`src/rtl/conv1d_pkg.sv`:
```
// rtl/conv1d_pkg.sv - conv1d command codes, sequencer states and ring depth
package conv1d_pkg;

  localparam int KERNEL_LENGTH = 8;

  localparam logic [6:0] CMD_WRITE_INPUT  = 7'd1;
  localparam logic [6:0] CMD_WRITE_FILTER = 7'd2;
  localparam logic [6:0] CMD_INPUT_OFFSET = 7'd3;
  localparam logic [6:0] CMD_INPUT_DEPTH  = 7'd5;
  localparam logic [6:0] CMD_START        = 7'd6;
  localparam logic [6:0] CMD_GET_ACC      = 7'd7;
  localparam logic [6:0] CMD_START_X      = 7'd8;
  localparam logic [6:0] CMD_DONE         = 7'd9;
  localparam logic [6:0] CMD_BIAS         = 7'd12;
  localparam logic [6:0] CMD_OUT_MULT     = 7'd13;
  localparam logic [6:0] CMD_OUT_SHIFT    = 7'd14;
  localparam logic [6:0] CMD_ACT_MIN      = 7'd15;
  localparam logic [6:0] CMD_ACT_MAX      = 7'd16;
  localparam logic [6:0] CMD_OUT_OFFSET   = 7'd17;

  typedef enum logic [3:0] {
    ST_IDLE,
    ST_SET_X,
    ST_START,
    ST_POLL_ISSUE,
    ST_POLL_CHECK,
    ST_READ_ISSUE,
    ST_READ_CAPTURE,
    ST_OUT,
    ST_WAIT_COL
  } seq_state_t;

endpackage

```
`src/rtl/conv1d_port_mux.sv`:
```
// rtl/conv1d_port_mux.sv - registered 2:1 grant mux between host and sequencer commands
module conv1d_port_mux (
  input  logic        clk,
  input  logic        rst_n,
  input  logic        host_sel,
  input  logic        host_en,
  input  logic [6:0]  host_cmd,
  input  logic [31:0] host_inp0,
  input  logic [31:0] host_inp1,
  input  logic        seq_en,
  input  logic [6:0]  seq_cmd,
  input  logic [31:0] seq_inp0,
  input  logic [31:0] seq_inp1,
  output logic        cu_en,
  output logic [6:0]  cu_cmd,
  output logic [31:0] cu_inp0,
  output logic [31:0] cu_inp1
);

  // Sequencer operands are only loaded with a command, so idle cycles hold the last one.
  always_ff @(posedge clk or negedge rst_n) begin
    if (!rst_n) begin
      cu_en   <= 1'b0;
      cu_cmd  <= 7'd0;
      cu_inp0 <= 32'd0;
      cu_inp1 <= 32'd0;
    end else if (host_sel) begin
      cu_en   <= host_en;
      cu_cmd  <= host_cmd;
      cu_inp0 <= host_inp0;
      cu_inp1 <= host_inp1;
    end else begin
      cu_en <= seq_en;
      if (seq_en) begin
        cu_cmd  <= seq_cmd;
        cu_inp0 <= seq_inp0;
        cu_inp1 <= seq_inp1;
      end
    end
  end

endmodule

```
`src/rtl/conv1d_job_sequencer.sv`:
```
// rtl/conv1d_job_sequencer.sv - runs a multi-position conv1d job over the CFU command port
module conv1d_job_sequencer #(
  parameter int KERNEL_LENGTH = conv1d_pkg::KERNEL_LENGTH,
  parameter int POS_W         = 16,
  parameter int POLL_TIMEOUT  = 4096
) (
  input  logic                             clk,
  input  logic                             rst_n,
  input  logic                             host_en,
  input  logic [6:0]                       host_cmd,
  input  logic [31:0]                      host_inp0,
  input  logic [31:0]                      host_inp1,
  output logic [31:0]                      host_ret,
  output logic                             host_busy,
  input  logic                             job_start,
  input  logic [POS_W-1:0]                 job_positions,
  input  logic [$clog2(KERNEL_LENGTH)-1:0] job_start_x,
  output logic                             job_busy,
  output logic                             job_done,
  output logic                             job_err,
  output logic                             col_req,
  input  logic                             col_done,
  output logic                             res_valid,
  input  logic                             res_ready,
  output logic [31:0]                      res_data,
  output logic [POS_W-1:0]                 res_index,
  output logic                             cu_en,
  output logic [6:0]                       cu_cmd,
  output logic [31:0]                      cu_inp0,
  output logic [31:0]                      cu_inp1,
  input  logic [31:0]                      cu_ret
);
  import conv1d_pkg::*;

  localparam int XW = $clog2(KERNEL_LENGTH);
  localparam int CW = $clog2(POLL_TIMEOUT + 1);

  seq_state_t       state;
  logic [POS_W-1:0] pos;
  logic [POS_W-1:0] positions_q;
  logic [XW-1:0]    start_x_q;
  logic [CW-1:0]    poll_cnt;

  logic          launch, col_go, poll_hit, poll_again, host_sel;
  logic          seq_en;
  logic [6:0]    seq_cmd;
  logic [31:0]   seq_inp1;
  logic [XW-1:0] next_x;

  assign launch     = (state == ST_IDLE) && job_start && (job_positions != '0);
  assign col_go     = (state == ST_WAIT_COL) && col_done;
  assign poll_hit   = (state == ST_POLL_CHECK) && cu_ret[0];
  assign poll_again = (state == ST_POLL_CHECK) && !cu_ret[0] && (poll_cnt != CW'(POLL_TIMEOUT));
  assign host_sel   = ((state == ST_IDLE) && !launch) || ((state == ST_WAIT_COL) && !col_done);
  assign next_x     = start_x_q + pos[XW-1:0];

  // The mux registers its input, so requests are raised one cycle ahead of the
  // state that owns the command; that keeps cu_ret aligned with POLL_CHECK.
  always_comb begin
    seq_en   = 1'b0;
    seq_cmd  = CMD_DONE;
    seq_inp1 = 32'd0;
    if (launch) begin
      seq_en   = 1'b1;
      seq_cmd  = CMD_START_X;
      seq_inp1 = 32'(job_start_x);
    end else if (col_go) begin
      seq_en   = 1'b1;
      seq_cmd  = CMD_START_X;
      seq_inp1 = 32'(next_x);
    end else if (state == ST_SET_X) begin
      seq_en  = 1'b1;
      seq_cmd = CMD_START;
    end else if ((state == ST_START) || poll_again) begin
      seq_en  = 1'b1;
      seq_cmd = CMD_DONE;
    end else if (poll_hit) begin
      seq_en  = 1'b1;
      seq_cmd = CMD_GET_ACC;
    end
  end

  always_ff @(posedge clk or negedge rst_n) begin
    if (!rst_n) begin
      state       <= ST_IDLE;
      pos         <= '0;
      positions_q <= '0;
      start_x_q   <= '0;
      poll_cnt    <= '0;
      job_done    <= 1'b0;
      job_err     <= 1'b0;
      res_data    <= 32'd0;
      res_index   <= '0;
    end else begin
      job_done <= 1'b0;
      case (state)
        ST_IDLE: begin
          if (job_start) begin
            job_err <= 1'b0;
            if (job_positions == '0) begin
              job_done <= 1'b1;
            end else begin
              pos         <= '0;
              poll_cnt    <= '0;
              positions_q <= job_positions;
              start_x_q   <= job_start_x;
              state       <= ST_SET_X;
            end
          end
        end
        ST_SET_X: state <= ST_START;
        ST_START: state <= ST_POLL_ISSUE;
        ST_POLL_ISSUE: begin
          poll_cnt <= poll_cnt + CW'(1);
          state    <= ST_POLL_CHECK;
        end
        ST_POLL_CHECK: begin
          if (cu_ret[0]) begin
            state <= ST_READ_ISSUE;
          end else if (poll_cnt == CW'(POLL_TIMEOUT)) begin
            job_err  <= 1'b1;
            job_done <= 1'b1;
            state    <= ST_IDLE;
          end else begin
            state <= ST_POLL_ISSUE;
          end
        end
        ST_READ_ISSUE: state <= ST_READ_CAPTURE;
        ST_READ_CAPTURE: begin
          res_data  <= cu_ret;
          res_index <= pos;
          state     <= ST_OUT;
        end
        ST_OUT: begin
          if (res_ready) begin
            if (pos + POS_W'(1) == positions_q) begin
              job_done <= 1'b1;
              state    <= ST_IDLE;
            end else begin
              pos   <= pos + POS_W'(1);
              state <= ST_WAIT_COL;
            end
          end
        end
        ST_WAIT_COL: begin
          if (col_done) begin
            poll_cnt <= '0;
            state    <= ST_SET_X;
          end
        end
        default: state <= ST_IDLE;
      endcase
    end
  end

  assign res_valid = (state == ST_OUT);
  assign col_req   = (state == ST_WAIT_COL);
  assign job_busy  = (state != ST_IDLE);
  assign host_busy = !((state == ST_IDLE) || (state == ST_WAIT_COL));
  assign host_ret  = cu_ret;

  conv1d_port_mux u_port_mux (
    .clk       (clk),
    .rst_n     (rst_n),
    .host_sel  (host_sel),
    .host_en   (host_en),
    .host_cmd  (host_cmd),
    .host_inp0 (host_inp0),
    .host_inp1 (host_inp1),
    .seq_en    (seq_en),
    .seq_cmd   (seq_cmd),
    .seq_inp0  (32'd0),
    .seq_inp1  (seq_inp1),
    .cu_en     (cu_en),
    .cu_cmd    (cu_cmd),
    .cu_inp0   (cu_inp0),
    .cu_inp1   (cu_inp1)
  );

endmodule
```
`config.mk`:
```
export PLATFORM = sky130hd
export DESIGN_NAME = conv1d_job_sequencer
export DESIGN_NICKNAME = d
export VERILOG_FILES = /design/src/rtl/conv1d_pkg.sv /design/src/rtl/conv1d_port_mux.sv /design/src/rtl/conv1d_job_sequencer.sv
export SDC_FILE = /design/constraint.sdc
export NUM_CORES = 1
export LEC_CHECK = 0
export BUFFER_PORTS_ARGS = -buffer_cell sky130_fd_sc_hd__buf_2
export CORE_ASPECT_RATIO = 0.8
export CORE_MARGIN = 2
export CORE_UTILIZATION = 50
export CTS_BUF_LIST = sky130_fd_sc_hd__clkbuf_16
export DETAILED_ROUTE_END_ITERATION = 7
export HOLD_SLACK_MARGIN = 0.15
export PLACE_DENSITY_LB_ADDON = 0.08
export RECOVER_POWER = 25
export SLEW_MARGIN = 25
export SYNTH_ARGS = -nofsm -noshare
export SYNTH_HDL_FRONTEND = slang
export SYNTH_SLANG_ARGS = --single-unit
```
`constraint.sdc`:
```
create_clock -name clk -period 3.1 [get_ports clk]
set_input_delay 0.62 -clock clk [delete_from_list [all_inputs] [get_ports clk]]
set_output_delay 0.62 -clock clk [all_outputs]
set_load 0.01 [all_outputs]
```
# Word-level counts from Yosys, hierarchy flattened
# Cells that the tools add are included.
# W data, S select, Z words.
word_totals:
  word_cells: 110
  inputBits: 128
  reg_bits: 174
  out_inout_bits: 158
op_classes:
  n_reduce_logical: 28
  n_mux: 47
  n_eq_ne: 18
  addsub: 3
  n_bitwise: 1
op_table:
  columns: ["op", "n"]
  rows:
  - ["$mux W32", 4]
  - ["$mux W16", 4]
  - ["$mux W4", 10]
  - ["$mux W13", 3]
  - ["$pmux W13 S3", 1]
  - ["$pmux W4 S9", 1]
  - ["$pmux W16 S2", 1]
  - ["$add A16 B1 Y16 const B", 1]
  - ["$eq A16 B16 Y1", 1]
  - ["$eq A4 B3 Y1 const B", 4]
  - ["$logic_not A16 Y1", 1]
  - ["$reduce_bool A16 Y1", 1]
  - ["$mux W1", 15]
  - ["$mux W7", 2]
  - ["$add A13 B1 Y13 const B", 1]
  - ["$eq A13 B13 Y1 const B", 1]
  - ["$ne A13 B13 Y1 const B", 1]
  - ["$reduce_and A4 Y1", 3]
  - ["$mux W3", 3]
  - ["$eq A4 B2 Y1 const B", 2]
  - ["$logic_and A1 B1 Y1", 8]
  - ["$ne A2 B2 Y1 const B", 4]
  - ["$ne A2 B1 Y1 const B", 3]
  - ["$reduce_bool A2 Y1", 3]
  - ["14 further kinds", 19]

# Longest topological paths before layout
# Gate-level depths: netlist of the first run.
logic_depth:
  ltp_word: 10
  ltp_mapped: 10

# By module
# A second synthesis of the first run with hierarchy kept.
unflattened:
  cells_unflattened: 819
  hier_area_um2: 8632.0
modules_own_cells:
  columns: ["module", "cells_per_inst", "area_per_inst_um2", "instances", "seq_area_each_um2"]
  rows:
  - ["conv1d_job_sequencer", 509, 5285.1, 1, 2552.4]
  - ["conv1d_port_mux", 310, 3347.0, 1, 1801.7]

# Least setup slack after synthesis of the first run
# No wires, ideal clock.
synth_timing:
  kind: "register to register"
  from: "reg pos[0]"
  to: "reg state[3]"
  path_buffers: 2
  setup_slack_ps: 310
  arrival_time_ps: 2648
  period_less_slack_ps: 2790
  path_stages_with_launch: 11
  cell_sequence: "dfrtp_1 -> ha_1 -> and4_1 -> nand3b_1 -> xnor2_1 -> or4_4 -> nor4_4 -> or2_1 -> buf_4 -> buf_6 -> o22ai_1"
synth_via:
  elab_chain_len: 5
synth_lines:
  columns: ["element", "line_no", "text"]
  rows:
  - ["start: declaration", "conv1d_job_sequencer.sv:39", "logic [POS_W-1:0] pos;"]
  - ["start signal: assignment", "conv1d_job_sequencer.sv:140", "pos <= pos + POS_W'(1);"]
  - ["$add A16 B1 Y16", "conv1d_job_sequencer.sv:136", "if (pos + POS_W'(1) == positions_q) begin"]
  - ["$eq A16 B16 Y1", "conv1d_job_sequencer.sv:136", null]
  - ["$mux W4", "conv1d_job_sequencer.sv:136", null]
  - ["$mux W4", "conv1d_job_sequencer.sv:135", "if (res_ready) begin"]
  - ["$pmux W4 S9", "conv1d_job_sequencer.sv:96", "case (state)"]
  - ["end signal: assignment", "conv1d_job_sequencer.sv:132", "state <= ST_OUT;"]
  - ["end signal: assignment", "conv1d_job_sequencer.sv:138", "state <= ST_IDLE;"]
  - ["end signal: assignment", "conv1d_job_sequencer.sv:141", "state <= ST_WAIT_COL;"]
  - ["end: declaration", "conv1d_job_sequencer.sv:38", "seq_state_t state;"]
# Every way passes these cells. The select of a mux whose other input is x is not followed.
# A chain may end at the register's enable or synchronous reset.

# Worst setup path after layout of the first run
layout_timing:
  from: "reg pos[0]"
  to: "reg pos[2]"
layout_via:
  elab_chain_len: 4
  word_cells_on_any_way: 7
  classes_between: "1 x add/sub; 2 x eq/ne; 3 x mux; 1 x reduce/logical"
layout_lines:
  columns: ["element", "line_no"]
  rows:
  - ["$add A16 B1 Y16 (*)", "conv1d_job_sequencer.sv:136, conv1d_job_sequencer.sv:140"]
  - ["$eq A16 B16 Y1 or $mux W16 (tied branches)", "conv1d_job_sequencer.sv:136"]
  - ["$ne A2 B2 Y1 (no source line) or $mux W16 (tied branches)", null]
  - ["$reduce_and A5 Y1 (no source line) or $pmux W16 S2 (tied branches)", null]
# Mark *: on every way between the ends. The rest lies on a longest branch, timed or not. The select of a mux whose other input is x is not followed.

==> results.toml, run 1 <==
[timing]
final.setup.tns_ps = 0
rsz0062_at_grt = "no"
setup_violations = 0
relSlewSlack_pct = -20.1
period_minus_slack_ps = 2900
finalHoldViolCount = 0
fmax_mhz = 344
clock_skew_ps = 7.96
holdWs_ps = 404
tightest_slew_ps = 1800
finalCritPeriodShare_pct = 93.6
final_max_slew_viol_count = 74

[synth]
avgSynthCellArea_sq_um = 11.4
synth_cell_types = 59
synth_top_area_share_pct = 55.1
synth_most_common_cell = "dfrtp_1"
synth_area_leaders = "dfrtp_1 (55%), a22o_1 (7.1%), mux2_2 (6.8%), nand2_1 (4.1%), buf_4 (3.1%)"
seq_area_frac_synth_pct = 55.1
synth_seq_cells = 174
synth_common_cells = "dfrtp_1 (174), nand2_1 (86), a22o_1 (64)"
async_flop_share_pct = 100
synth_edf_count = 0
synthCells = 693
synth_area_sq_um = 7900
synth_fp_nets = 826
synth_flop_cell = "dfrtp_1"
yosys.area.top_type = "dfrtp_1"
yosysWarningCount = 0

[power]
leakage_nw = 5.17
intPower_mw = 5.76
p_sw_share_pct = 37.9
switching_power_mw = 3.51
p_seq_share_pct = 39.0
vdd_drop_max_v = 0.000448
finalPower_mw = 9.27
clkPwrFrac_pct = 22.5
p_comb_share_pct = 38.4
p_per_area_nw_per_um2 = 927

[worst_setup_path]
reg2regPathDepth = 9
rr_endpoint = "pos[2]$_DFFE_PN0P_"
critPathBufInv = 1
startpoint_type = "register"
cpPeakStageDelay_ps = 570
cpLargestDelayFamily = "simple AND/OR/NAND/NOR gates"
crit_fanout = 10
slowest_stage = "or4_4"
critical_path_arrival_ps = 3190
rr_startpoint = "pos[0]$_DFFE_PN0P_"
ff2ff_setup_slack_ps = 200
crit_type = "reg -> reg"
crit_required_ps = 3380
end_kind = "register"
crit_chain = "ha_1 > and4_1 > nand3b_1 > xnor2_1 > or4_4 > nor4_4 > or2_1 > buf_4 > o41ai_1"

[detailed_routing]
drc = 0
drt-pass1-iter-count = 5
drt_iter0_drc = 539
ant_nets = 0
wire_per_inst_microns = 17.5
routed_wl_microns = 20600
vias = 6421
viasPerCell = 5.46

[global_route]
grt_max_degree = 74
overflow = 0
grt_pass1_wl_microns = 31000
grt_pass1_vias = 5958
antenna_found_initial = 1
grt_usage_pct = 23.9

[layout]
design_area_sq_um = 9990
syn_to_final_growth_pct = 26.5
postLayoutCoreUtil_pct = 64.1
drive_above_1_share_pct = 42.3
final_nets = 1079
multi_input_area_sq_um = 3090
seqCellArea_sq_um = 4350
fillers = 1250

[die]
ios = 286
die_h_microns = 116
core-area_sq_um = 15600
die_width_microns = 145
rows = 41
dieArea_sq_um = 16800
initial_core_util_pct = 50.6

[run]
maxCapViolations = 1

[hold_path]
hp-class = "in -> reg"
hold_start = "job_positions[7]"
hold_end = "positions_q[7]$_DFFE_PN0P_"
min_path_cells = 3

[clock_network]
worstSkewPairLatency_ps = 430
cts_buffer_depth = 2
cts_made_buffers = 17
cts_tree = "yes"
cts_root_buf = "clkbuf_16"
path_clk_slew_ps = 70
clock_sinks = 174
h-tree-depth = 4

[status]
violations = "max-capacitance violations, max-slew violations"
outcome = "finished with violations"

[placed_design]
place_congestion = 0.893
place_area_sq_um = 9440
hpwl_microns = 15200
numPortBuffers = 285
state kept, by name (all words and copies together), names as in the netlist, 3 cells and up:
signal and count:
state 4, positions_q 16, u_port_mux.cu_inp0 32, poll_cnt 13, u_port_mux.cu_inp1 32, start_x_q 3
res_data 32, pos 16, u_port_mux.cu_cmd 7, res_index 16
stage by stage:
step,std cells,setup WS [ps]
global route,1174,6.57
finish,1175,197
detailed placement,1142,221
CTS,1174,229
global placement,1142,326
floorplan,693,310
area by class of cell:
cell class / instances / area share [%]
Clock buffer: 17 / 4.26
Sequential cell: 174 / 43.6
Tap cell: 215 / 2.69
Antenna cell: 1 / 0.0250
Clock inverter: 15 / 1.51
Inverter: 16 / 0.601
Timing Repair Buffer: 311 / 16.4
Multi-Input combinational cell: 426 / 30.9
power groups by stage:
stage	Clock [mW]	Sequential [mW]	Combinational, mW
floorplan	0	3.76	2.03
global placement	0	3.60	3.49
detailed placement	0	3.63	3.58
CTS	2.14	3.61	3.59
global route	2.24	3.71	3.90
finish	2.09	3.62	3.56
cells by family after synthesis:
family | share of synthesized area (%)
AO/OA/AOI/OAI | 13.9
XOR/XNOR | 3.77
adder cells (fa/ha/maj) | 0.887
buffers and inverters | 6.19
flip-flops | 55.1
multiplexers | 7.22
AND/OR/NAND/NOR | 12.9
how the worst max path moves through the flow:
stage / startpoint / endpoint / cells past startpoint
2_1_floorplan: pos[0]$_DFFE_PN0P_ / state[3]$_DFFE_PN0P_ / 10
3_3_place_gp: pos[0]$_DFFE_PN0P_ / pos[4]$_DFFE_PN0P_ / 9
3_5_place_dp: pos[9]$_DFFE_PN0P_ / pos[12]$_DFFE_PN0P_ / 7
4_1_cts: pos[9]$_DFFE_PN0P_ / pos[12]$_DFFE_PN0P_ / 7
5_1_grt: pos[9]$_DFFE_PN0P_ / pos[6]$_DFFE_PN0P_ / 8
6_report: pos[0]$_DFFE_PN0P_ / pos[2]$_DFFE_PN0P_ / 9
worst register-to-register path: cells and delay by family, from the launching register on:
family | cells | cell delay, ps
AOI/OAI and AO/OA | 1 | 100
and+or+nand+nor | 5 | 1600
xor gates and xnor gates | 1 | 170
DFF | 1 | 360
adders and majority gates | 1 | 310
buffers and inverters | 1 | 230
metal layers:
metal	vias up	share of wire (%)	track usage [%]
li1	2972	-	-
met1	3125	44	34.0
met2	310	47	37.3
met3	14	8.2	6.48
met4	0	0.71	5.24
met5	-	0	0
layout by cell type, fill, tap and decap left out, types with 4 or more instances in the layout:
cell,n
inv_6,4
a21oi_1,12
dfrtp_1,174
ha_1,4
o21ai_0,8
nand3_1,17
inv_8,4
mux2_2,48
xnor2_1,22
nor4b_1,4
a22o_1,64
o21a_1,4
nor3_1,7
xor2_1,12
nand4_1,9
buf_2,284
o41ai_1,8
and3_1,7
nand2_1,86
nor2_1,29
inv_1,16
o31ai_1,14
clkbuf_16,17
or2_2,4
buf_4,22
nor4_1,9
timing repair:
action | CTS | global route
endpoints found under the setup margin | 0 | 8
setup buffers | 0 | 0
hold buffers | 0 | 0
gates resized for setup | 0 | 2
(Power assumes the default switching activity.)
==> inputs of run 2 (changes only) <==
- ABC_AREA: unset -> 1
- CORE_UTILIZATION: 50 -> 45
- clock period: 3.1 -> 2.5 ns (I/O delays scaled with it)
==> results.toml, run 2 <==
[status]
outcome = "completed"

[die]
core-area_sq_um = 17400
initial_core_util_pct = 46.2
rows = 43
die_width_microns = 153
ios = 286
dieArea_sq_um = 18900
die_h_microns = 123

[layout]
final_nets = 1282
syn_to_final_growth_pct = 25.8
layout_common_cells = "nand2_1 (296), buf_2 (253), dfrtp_1 (173)"
top_regs = "res_data (32), u_port_mux.cu_inp0 (32), u_port_mux.cu_inp1 (32)"
insertedDiodeCount = 0
drive_above_1_share_pct = 28.1
fillers = 1654
final_common_cell = "nand2_1"

[synth]
synth-compound-area-share_pct = 11.1
synth_area_sq_um = 8030
seq_area_frac_synth_pct = 54.2
synth_common_cells = "nand2_1 (297), dfrtp_1 (174), a22o_1 (64)"
synth_edf_count = 0
yosysWarningCount = 0
synth_top_area_share_pct = 54.2
synthCells = 894
synth_seq_cells = 174
async_flop_share_pct = 100
synth_fp_nets = 1027
yosys.area_share.simple_pct = 24.0
synth.area.mux_share_pct = 0
yosys.area.top_type = "dfrtp_1"
synth_area_leaders = "dfrtp_1 (54%), nand2_1 (14%), a22o_1 (7.0%), nand3_1 (3.4%), buf_4 (3.1%)"
synth_most_common_cell = "nand2_1"
synth_flop_cell = "dfrtp_1"
synth_cell_types = 41
synth_top_family_by_area = "simple AND/OR/NAND/NOR gates"
avgSynthCellArea_sq_um = 8.98
synth_xor_area_share_pct = 1.86
synth-adder-area-share_pct = 0.873

[hold_path]
hp-class = "in -> reg"

[timing]
tightest_slew_ps = 1160
clock_skew_ps = 12.5
rsz0062_at_grt = "no"
setup_ws_ps = 201
holdWs_ps = 277
period_minus_slack_ps = 2300
final.setup.tns_ps = 0
relSlewSlack_pct = 22.9
finalCritPeriodShare_pct = 92.0
finalHoldViolCount = 0
setup_violations = 0
fmax_mhz = 435
final_max_slew_viol_count = 0

[power]
leakage_nw = 5.35
vdd_drop_max_v = 0.000936
p_per_area_nw_per_um2 = 1190

[global_route]
busiest_layer = "met2"
antenna_found_initial = 0
grt_max_degree = 69
grt_use_met3_pct = 5.19
overflow = 0
grt_pass1_vias = 6504
grt_usage_pct = 23.2
grt_pass1_wl_microns = 34500
globalRouteMet1Util_pct = 33.2
grt_use_met2_pct = 35.5

[clock_network]
worstSkewPairLatency_ps = 430
path_clk_slew_ps = 70
cts_tree = "yes"
cts_made_buffers = 17
cts_root_buf = "clkbuf_16"
cts_buffer_depth = 2
h-tree-depth = 4
clock_sinks = 174

[worst_setup_path]
critical_path_arrival_ps = 1800
startpoint_type = "register"
critPathLaunch = "state[0]$_DFFE_PN0P_"
rr_endpoint = "pos[6]$_DFFE_PN0P_"
reg2regPathDepth = 15
cpPeakStageDelay_ps = 410
timing.critical_path.mode_cell = "nor2_1"
crit_type = "reg -> out"
rr_startpoint = "pos[0]$_DFFE_PN0P_"
crit_chain = "nor2_1 > inv_1 > nor2_1 > inv_1 > nor2_1 > buf_2"
ff2ff_setup_slack_ps = 240
crit_required_ps = 2000
slowest_stage = "dfrtp_1"
crit_fanout = 5
end_kind = "output pin"
cp-endpoint = "col_req"

[detailed_routing]
routed_wl_microns = 22100
viasPerCell = 5.04
wire_per_inst_microns = 16.0
drt-pass1-iter-count = 6
ant_nets = 0
drt_iter0_drc = 549
vias = 6993
drc = 0

[placed_design]
place_congestion = 0.948
hpwl_microns = 16300
post-place-ws_ps = 140
numPortBuffers = 285

[run]
maxCapViolations = 0
==> run 2: cell count changes in the layout (fill, tap and decap cells not counted), moves of 13 or more <==
cell and delta:
buf_2 -31, clkbuf_1 +31, inv_1 +41, mux2_2 -48, nand2_1 +210, nand3_1 +37
o21ai_0 +29, o31ai_1 -13, xnor2_1 -17
==> run 2: cell families (layout without fill, tap and decap cells) <==
group / Yosys count / in the layout
flops: 174 / 174
xor+xnor: 17 / 17
fa+ha+maj: 5 / 5
buf+inv: 126 / 394
compound gates: 124 / 124
simple gates: 448 / 448
==> run 2: stage by stage <==
| step | util, % | area (sq um) | power, mW | std cells |
|---|---|---|---|---|
| 2_1_floorplan | - | 8030 | 7.43 | 894 |
| 3_3_place_gp | 54.9 | 9530 | 9.27 | 1354 |
| 3_5_place_dp | 54.9 | 9530 | 9.32 | 1354 |
| 4_1_cts | 58.4 | 10200 | 12.1 | 1387 |
| 5_1_grt | 58.1 | 10100 | 12.8 | 1387 |
| 6_report | 58.1 | 10100 | 12.0 | 1387 |
==> run 2: worst min-delay path by stage <==
stage / start / slack [ps] / cells past startpoint / to
2_1_floorplan: rst_n / 200 / 0 / job_done$_DFF_PN0_
3_3_place_gp: res_data[31]$_DFFE_PN0N_ / 460 / 2 / res_data[31]$_DFFE_PN0N_
3_5_place_dp: res_data[6]$_DFFE_PN0N_ / 460 / 2 / res_data[6]$_DFFE_PN0N_
4_1_cts: host_cmd[2] / 260 / 3 / u_port_mux.cu_cmd[2]$_DFFE_PN0P_
5_1_grt: host_inp0[20] / 270 / 2 / u_port_mux.cu_inp0[20]$_DFFE_PN0P_
6_report: host_inp0[20] / 280 / 2 / u_port_mux.cu_inp0[20]$_DFFE_PN0P_
==> run 2: timing repair <==
item,4_1_cts,5_1_grt
gates resized for setup,0,4
setup endpoints to repair,0,16
hold buffers,1,0
endpoints found under the hold margin,43,0
buffers inserted,0,0
==> run 2: worst max-delay path: cells and delay by family, from the launching register on <==
| family | cells | cell delay [ps] |
|---|---|---|
| buf+inv | 3 | 410 |
| simple gates | 3 | 550 |
| flops | 1 | 410 |
==> run 2: cell type report <==
type                            instances  area (sq um)  share of cell area, %
Clock buffer                           17           425                   4.21
Clock inverter                         15           184                   1.82
Inverter                               61           243                   2.40
Multi-Input combinational cell        594          3060                   30.3
Sequential cell                       174          4360                   43.2
Tap cell                              225           282                   2.79
Timing Repair Buffer                  301          1550                   15.3
==> run 2: layer usage <==
layer	vias up	share of wire [%]
li1	3425	-
met1	3270	45
met2	272	46
met3	26	7.8
met4	0	1.5
met5	-	0
==> run 2: power by group <==
group / internal, mW / switching, mW / total (mW)
clock: 1.59 / 1.17 / 2.76
sequential: 3.90 / 0.614 / 4.51
combinational: 1.84 / 2.88 / 4.73
